==> src/rtl/arima_pkg.sv <==
// Shared constants and control-mode encodings for the ARIMA filter blocks.
package arima_pkg;

  localparam int DATA_W = 32;
  localparam int FRAC_W = 15;
  localparam int MAX_Q  = 10;

  typedef enum logic [1:0] {
    RUN   = 2'b00,
    STALL = 2'b01,
    LOAD  = 2'b10,
    CLEAR = 2'b11
  } ctrl_e;

  // Requested model order limited to the number of physical taps.
  function automatic int unsigned clamp_order(input logic [31:0] q_req, input int unsigned max_q);
    return (q_req > max_q) ? max_q : int'(q_req);
  endfunction

endpackage

==> src/rtl/ma_inv_if.sv <==
// Sample-in / innovation-out streaming handshake of the MA inverter.
interface ma_inv_if #(
  parameter int DATA_W = arima_pkg::DATA_W
);
  logic signed [DATA_W-1:0] data_in;
  logic                     in_valid;
  logic                     in_ready;
  logic signed [DATA_W-1:0] data_out;
  logic                     out_valid;
  logic                     out_ready;

  modport master (
    output data_in, in_valid, out_ready,
    input  in_ready, data_out, out_valid
  );

  modport slave (
    input  data_in, in_valid, out_ready,
    output in_ready, data_out, out_valid
  );
endinterface

==> src/rtl/ma_inv_q15_mul.sv <==
// Fixed-point multiply: full-width signed product, arithmetic shift, wrap to DATA_W.
module q15_mul #(
  parameter int DATA_W = arima_pkg::DATA_W,
  parameter int FRAC_W = arima_pkg::FRAC_W
) (
  input  logic signed [DATA_W-1:0] i_a,
  input  logic signed [DATA_W-1:0] i_b,
  output logic signed [DATA_W-1:0] o_p
);
  logic signed [2*DATA_W-1:0] w_full;

  assign w_full = i_a * i_b;
  assign o_p    = DATA_W'(w_full >>> FRAC_W);
endmodule

==> src/rtl/ma_inv.sv <==
// Moving-average model inverter: recovers e_t = x_t - sum c[k]*e_{t-1-k} with one
// shared multiplier stepping through the q taps, one sample in flight at a time.
module ma_inv #(
  parameter int DATA_W = arima_pkg::DATA_W,
  parameter int FRAC_W = arima_pkg::FRAC_W,
  parameter int MAX_Q  = arima_pkg::MAX_Q
) (
  input  logic                    clk,
  input  logic                    rst,
  input  logic [1:0]              control,
  input  logic [DATA_W*MAX_Q-1:0] coef_in,
  input  logic [31:0]             q_order_in,
  ma_inv_if.slave                 bus
);
  import arima_pkg::*;

  typedef enum logic [1:0] {IDLE, MAC, OUT} state_e;
  localparam int QW = $clog2(MAX_Q + 1);

  state_e                   r_state;
  state_e                   w_state_next;
  ctrl_e                    w_ctrl;
  logic signed [DATA_W-1:0] w_coef_in [MAX_Q];
  logic signed [DATA_W-1:0] w_shift_in [MAX_Q];
  logic signed [DATA_W-1:0] r_coef [MAX_Q];
  logic signed [DATA_W-1:0] r_hist [MAX_Q];
  logic signed [DATA_W-1:0] r_x;
  logic signed [DATA_W-1:0] r_acc;
  logic signed [DATA_W-1:0] r_data_out;
  logic signed [DATA_W-1:0] w_prod;
  logic signed [DATA_W-1:0] w_acc_sum;
  logic [QW-1:0]            r_q;
  logic [QW-1:0]            r_idx;
  logic                     w_clear;
  logic                     w_run;
  logic                     w_accept;
  logic                     w_load;
  logic                     w_mac_step;
  logic                     w_last;
  logic                     w_out_fire;

  assign w_ctrl     = ctrl_e'(control);
  assign w_clear    = rst || (w_ctrl == CLEAR);
  assign w_run      = (w_ctrl == RUN);
  assign w_accept   = (r_state == IDLE) && w_run && bus.in_valid;
  // A load request outside IDLE simply stalls until the FSM is back in IDLE.
  assign w_load     = (r_state == IDLE) && (w_ctrl == LOAD);
  assign w_mac_step = (r_state == MAC) && w_run;
  assign w_last     = (r_idx == r_q - QW'(1));
  assign w_out_fire = (r_state == OUT) && w_run && bus.out_ready;
  assign w_acc_sum  = r_acc + w_prod;

  genvar gi;
  generate
    for (gi = 0; gi < MAX_Q; gi++) begin : g_tap
      assign w_coef_in[gi] = coef_in[gi*DATA_W +: DATA_W];
      if (gi == 0) begin : g_head
        assign w_shift_in[gi] = r_data_out;
      end else begin : g_body
        assign w_shift_in[gi] = r_hist[gi-1];
      end
    end
  endgenerate

  q15_mul #(
    .DATA_W (DATA_W),
    .FRAC_W (FRAC_W)
  ) u_mul (
    .i_a (r_coef[r_idx]),
    .i_b (r_hist[r_idx]),
    .o_p (w_prod)
  );

  always_ff @(posedge clk) begin
    if (w_clear) begin
      r_state <= IDLE;
    end else begin
      r_state <= w_state_next;
    end
  end

  always_comb begin
    w_state_next = r_state;
    unique case (r_state)
      IDLE:    if (w_accept) w_state_next = (r_q == '0) ? OUT : MAC;
      MAC:     if (w_mac_step && w_last) w_state_next = OUT;
      OUT:     if (w_out_fire) w_state_next = IDLE;
      default: w_state_next = IDLE;
    endcase
  end

  always_comb begin
    bus.in_ready  = !rst && (r_state == IDLE) && w_run;
    bus.out_valid = (r_state == OUT);
    bus.data_out  = r_data_out;
  end

  always_ff @(posedge clk) begin
    if (w_clear) begin
      r_x        <= '0;
      r_acc      <= '0;
      r_idx      <= '0;
      r_q        <= '0;
      r_data_out <= '0;
    end else begin
      if (w_load) begin
        r_q <= QW'(clamp_order(q_order_in, MAX_Q));
      end
      if (w_accept) begin
        r_x   <= bus.data_in;
        r_acc <= '0;
        r_idx <= '0;
        if (r_q == '0) begin
          r_data_out <= bus.data_in;
        end
      end
      // idx parks on the last tap so the multiplier mux never leaves the array.
      if (w_mac_step) begin
        r_acc <= w_acc_sum;
        if (w_last) begin
          r_data_out <= r_x - w_acc_sum;
        end else begin
          r_idx <= r_idx + QW'(1);
        end
      end
    end
  end

  always_ff @(posedge clk) begin
    for (int k = 0; k < MAX_Q; k++) begin
      if (w_clear) begin
        r_coef[k] <= '0;
        r_hist[k] <= '0;
      end else begin
        if (w_load) begin
          r_coef[k] <= w_coef_in[k];
        end
        if (w_out_fire) begin
          r_hist[k] <= w_shift_in[k];
        end
      end
    end
  end

endmodule

==> src/flat_wrapper.sv <==
// flat-port wrapper written by rule: the top's interface ports become plain ports
module ma_inv_flat import arima_pkg::*;
#(
  parameter int DATA_W = arima_pkg::DATA_W,
  parameter int FRAC_W = arima_pkg::FRAC_W,
  parameter int MAX_Q  = arima_pkg::MAX_Q
)
  (clk, rst, control, coef_in, q_order_in, bus_data_in, bus_in_valid, bus_out_ready, bus_in_ready, bus_data_out, bus_out_valid);
  ma_inv_if #(.DATA_W(DATA_W)) bus_i ();
  input  logic clk;
  input  logic rst;
  input  logic [1:0] control;
  input  logic [DATA_W*MAX_Q-1:0] coef_in;
  input  logic [31:0] q_order_in;
  input wire logic [$bits(bus_i.data_in)-1:0] bus_data_in;
  input wire logic [$bits(bus_i.in_valid)-1:0] bus_in_valid;
  input wire logic [$bits(bus_i.out_ready)-1:0] bus_out_ready;
  output wire logic [$bits(bus_i.in_ready)-1:0] bus_in_ready;
  output wire logic [$bits(bus_i.data_out)-1:0] bus_data_out;
  output wire logic [$bits(bus_i.out_valid)-1:0] bus_out_valid;
  assign bus_i.data_in = bus_data_in;
  assign bus_i.in_valid = bus_in_valid;
  assign bus_i.out_ready = bus_out_ready;
  assign bus_in_ready = bus_i.in_ready;
  assign bus_data_out = bus_i.data_out;
  assign bus_out_valid = bus_i.out_valid;
  ma_inv #(.DATA_W(DATA_W), .FRAC_W(FRAC_W), .MAX_Q(MAX_Q)) u_core (.clk(clk), .rst(rst), .control(control), .coef_in(coef_in), .q_order_in(q_order_in), .bus(bus_i));
endmodule
==> config.mk <==
export PLATFORM = sky130hd
export DESIGN_NAME = ma_inv_flat
export DESIGN_NICKNAME = d
export VERILOG_FILES = /design/src/rtl/arima_pkg.sv /design/src/rtl/ma_inv_if.sv /design/src/rtl/ma_inv_q15_mul.sv /design/src/rtl/ma_inv.sv /design/src/flat_wrapper.sv
export SDC_FILE = /design/constraint.sdc
export NUM_CORES = 2
export LEC_CHECK = 0
export BUFFER_PORTS_ARGS = -buffer_cell sky130_fd_sc_hd__buf_2
export CAP_MARGIN = 0
export CORE_ASPECT_RATIO = 1.1
export CORE_MARGIN = 2
export CORE_UTILIZATION = 50
export DETAILED_ROUTE_END_ITERATION = 6
export GPL_TIMING_DRIVEN = 0
export PLACE_DENSITY = 0.78
export SKIP_LAST_GASP = 1
export SYNTH_ARGS = -nofsm -noshare
export SYNTH_HDL_FRONTEND = slang
export SYNTH_SLANG_ARGS = --single-unit
==> constraint.sdc <==
create_clock -name clk -period 37.7 [get_ports clk]
set_clock_uncertainty 0.15 [all_clocks]
set_input_delay 3.77 -clock clk [delete_from_list [all_inputs] [get_ports clk]]
set_output_delay 3.77 -clock clk [all_outputs]
set_load 0.02 [all_outputs]
==> flow_summary.toml <==
[cts]
postCtsHoldBufs = 0
cts_tree = "built"
clkLatencyLatePin_ns = 0.72
path_clk_slew_ns = 0.06
postCtsSetupRepairBufs = 0
cts-resized-gates = 0
htree_levels = 3
clockBufferDepth = 3
cts_sinks = 746
cts_root_buf = "clkbuf_16"
cts_inserted_buffers = 77

[die]
rows = 136
die_width_um = 343
io_pins = 424
dieHeight_um = 377
fp.coreArea_um2 = 125000
die_area_um2 = 129000
start_util = 0.504

[place]
gp_congestion = 1.06
place_inst = 7843
dpl_worst_slack_ns = 18.99
post_dp_cell_area_um2 = 67500
portBuffers = 423
place_hpwl_um = 177000

[timing]
grt_setup_unrepaired = "no"
min_period_over_period = 0.500
finalSetupViolCount = 0
worstMarginPinSlew_ns = 1.58
final.setup.tns_ns = 0
finalHoldViolations = 0
timing.slew.headroom = -0.0613
max_freq_mhz = 53.0
timing.final.ws_setup_ns = 18.84
fin_crit_ns = 18.86
slew_viol_final = 11

[power_and_ir_drop]
p_sw_mw = 2.87
irDropWorstVdd_mv = 0.123
power_frac_clock = 0.139
p_per_area_nw_per_um2 = 80.9
leakage_nw = 30.9
internal_power_mw = 2.80
combPwrFrac = 0.692
p_seq_frac = 0.169
p_sw_frac = 0.506

[critical_path]
worst_setup_path_start_kind = "flip-flop"
slowest_delay_ns = 0.83
path_class = "reg2reg"
crit_path_max_fanout = 10
rr_worst_depth = 56
cp_data_required_time_ns = 38.15
endpoint_kind = "flip-flop"
cp_data_arrival_time_ns = 19.31
cp_slowest_cell = "a221oi_1"
cp_common_cell = "fa_1"

[cells_and_area]
finalNetCount = 7708
area_growth_pct = 11.2
drive_gt1_frac = 0.129
final_area_um2 = 70200
fin_cells = 7994

[drt]
dr.pass1.iters = 7
route.vias.total = 46400
via_per_inst = 5.80
wl_per_cell_um = 27.3
drc = 1
ant_nets = 0
totalWireLength_um = 218000
drtIter0Drc = 5242

[status]
violations = "DRC, capacitance limit, slew limit"
status = "finished with violations"

[global_route]
grt_antenna_before_repair = 20
grt_pass1_wl_um = 315000
grt_pass1_vias = 47600
grt-ovfl-total = 0
grt_usage = 0.343
grt_max_degree = 123

[yosys]
synth_seq_cells = 746
seq_area_frac_synth = 0.338
yosysUniqueCellTypes = 80
yosys_most_used_dff = "edfxtp_1"
netlist_area_um2 = 63100
avgSynthCellArea_um2 = 11.0
yosys.area.top_type = "edfxtp_1"
netlist_instances = 5753
synth_enable_flop_cells = 640
ys_top_cells_by_area = "edfxtp_1 (30%), fa_1 (26%), and2_1 (6.5%)"
synth_fp_nets = 7195
ys_async_sr_fraction = 0
yosysTopAreaCellShare = 0.305
yosys_warnings = 0

[job]
drv_cap = 4

[hold_path]
holdPathStages = 2
hold_class = "reg2reg"
-- power groups by stage --
stage | registers (mW) | logic, mW | clock network (mW)
after detailed placement | 0.976 | 3.82 | 0
after global routing | 0.963 | 4.29 | 0.822
after global placement | 0.991 | 3.73 | 0
after CTS | 0.959 | 3.87 | 0.791
final | 0.960 | 3.93 | 0.788
after floorplan | 0.978 | 2.62 | 0
-- cells in the final DEF (no fill, tap or decap), drive strengths merged, types with 49 or more instances in the layout --
cell type	count
a21o	52
a21oi	138
and2	657
buf	484
clkbuf	356
dfxtp	106
edfxtp	640
fa	818
ha	234
inv	829
mux2	64
mux2i	92
mux4	120
nand2	488
nand2b	49
nor2	619
o21ai	78
xnor2	98
-- cell families after synthesis --
kind of cell               count (synthesis)  share of synthesized area
adders and majority gates               1052                      0.306
xor gates and xnor gates                 131                     0.0192
muxes                                    276                     0.0693
and+or+nand+nor                         1955                      0.150
AOI/OAI and AO/OA                        459                     0.0475
buffers and inverters                   1134                     0.0699
DFF                                      746                      0.338
-- metal layers --
metal / vias to the layer above / share of wire / GRT usage
li1: 19500 / - / -
met3: 603 / 0.10 / 0.0766
met1: 23400 / 0.36 / 0.426
met5: - / 0.00045 / 0
met2: 2854 / 0.46 / 0.546
met4: 16 / 0.075 / 0.211
-- stage by stage --
stage                     total power [mW]  hold slack (ns)  utilization
after floorplan                       3.60            0.282            -
after global placement                4.72            0.298        0.538
after detailed placement              4.80            0.305        0.540
after CTS                             5.62            0.313        0.561
after global routing                  6.07            0.325        0.561
final                                 5.68            0.310        0.561
-- synthesized netlist by cell type, types with 23 or more instances --
library cell	count
fa_1	818
mux2i_1	91
nand2_1	486
mux4_2	114
clkbuf_1	259
nor3_1	23
and2_1	657
nor2b_1	26
o21a_1	44
mux2_2	63
a211oi_1	38
a21oi_1	132
ha_1	234
xnor2_1	95
xor2_1	29
dfxtp_1	106
nor2_1	616
a31oi_1	29
inv_1	825
a21o_1	52
nand2b_1	49
nand3_1	26
o21ai_0	54
edfxtp_1	640
-- registers in the layout, indices dropped and copies added (netlist names) --
signal and cells:
u_core.r_hist 320, u_core.r_state 2, u_core.r_q 4, u_core.r_idx 4, u_core.r_coef 320, u_core.r_x 32, u_core.bus.data_out 32, u_core.r_acc 32
-- final cells by class --
type                    count  area (um2)
flip-flops and latches    746       21300
fillers                 10600       54900
multi-input cells        3873       37400
clock buffers              97        2050
clock inverters            42         527
plain buffers             309        1320
inverters                 825        3100
diodes                     12        30.0
well taps                1656        2070
repair buffers            434        2340
-- critical path: cells and delay by family, from the launching register on --
kind	cells	cell delay, ns
AO/OA/AOI/OAI	21	5.99
multiplexers	1	0.69
AND/OR/NAND/NOR	9	1.77
adder cells (fa/ha/maj)	11	5.13
flip-flops	1	0.35
XOR/XNOR	2	0.67
buffers and inverters	12	3.88
-- path summary, 6_finish.rpt --
path | start | end | slack [ns]
min | u_core.r_x[24] | u_core.r_x[24] | 0.31
max reg2reg | u_core.r_idx[0] | u_core.bus.data_out[29] | 18.84
max | u_core.r_idx[0] | u_core.bus.data_out[29] | 18.84
min reg2reg | u_core.r_x[24] | u_core.r_x[24] | 0.31
Note: power is estimated with default switching activity, not from simulation.
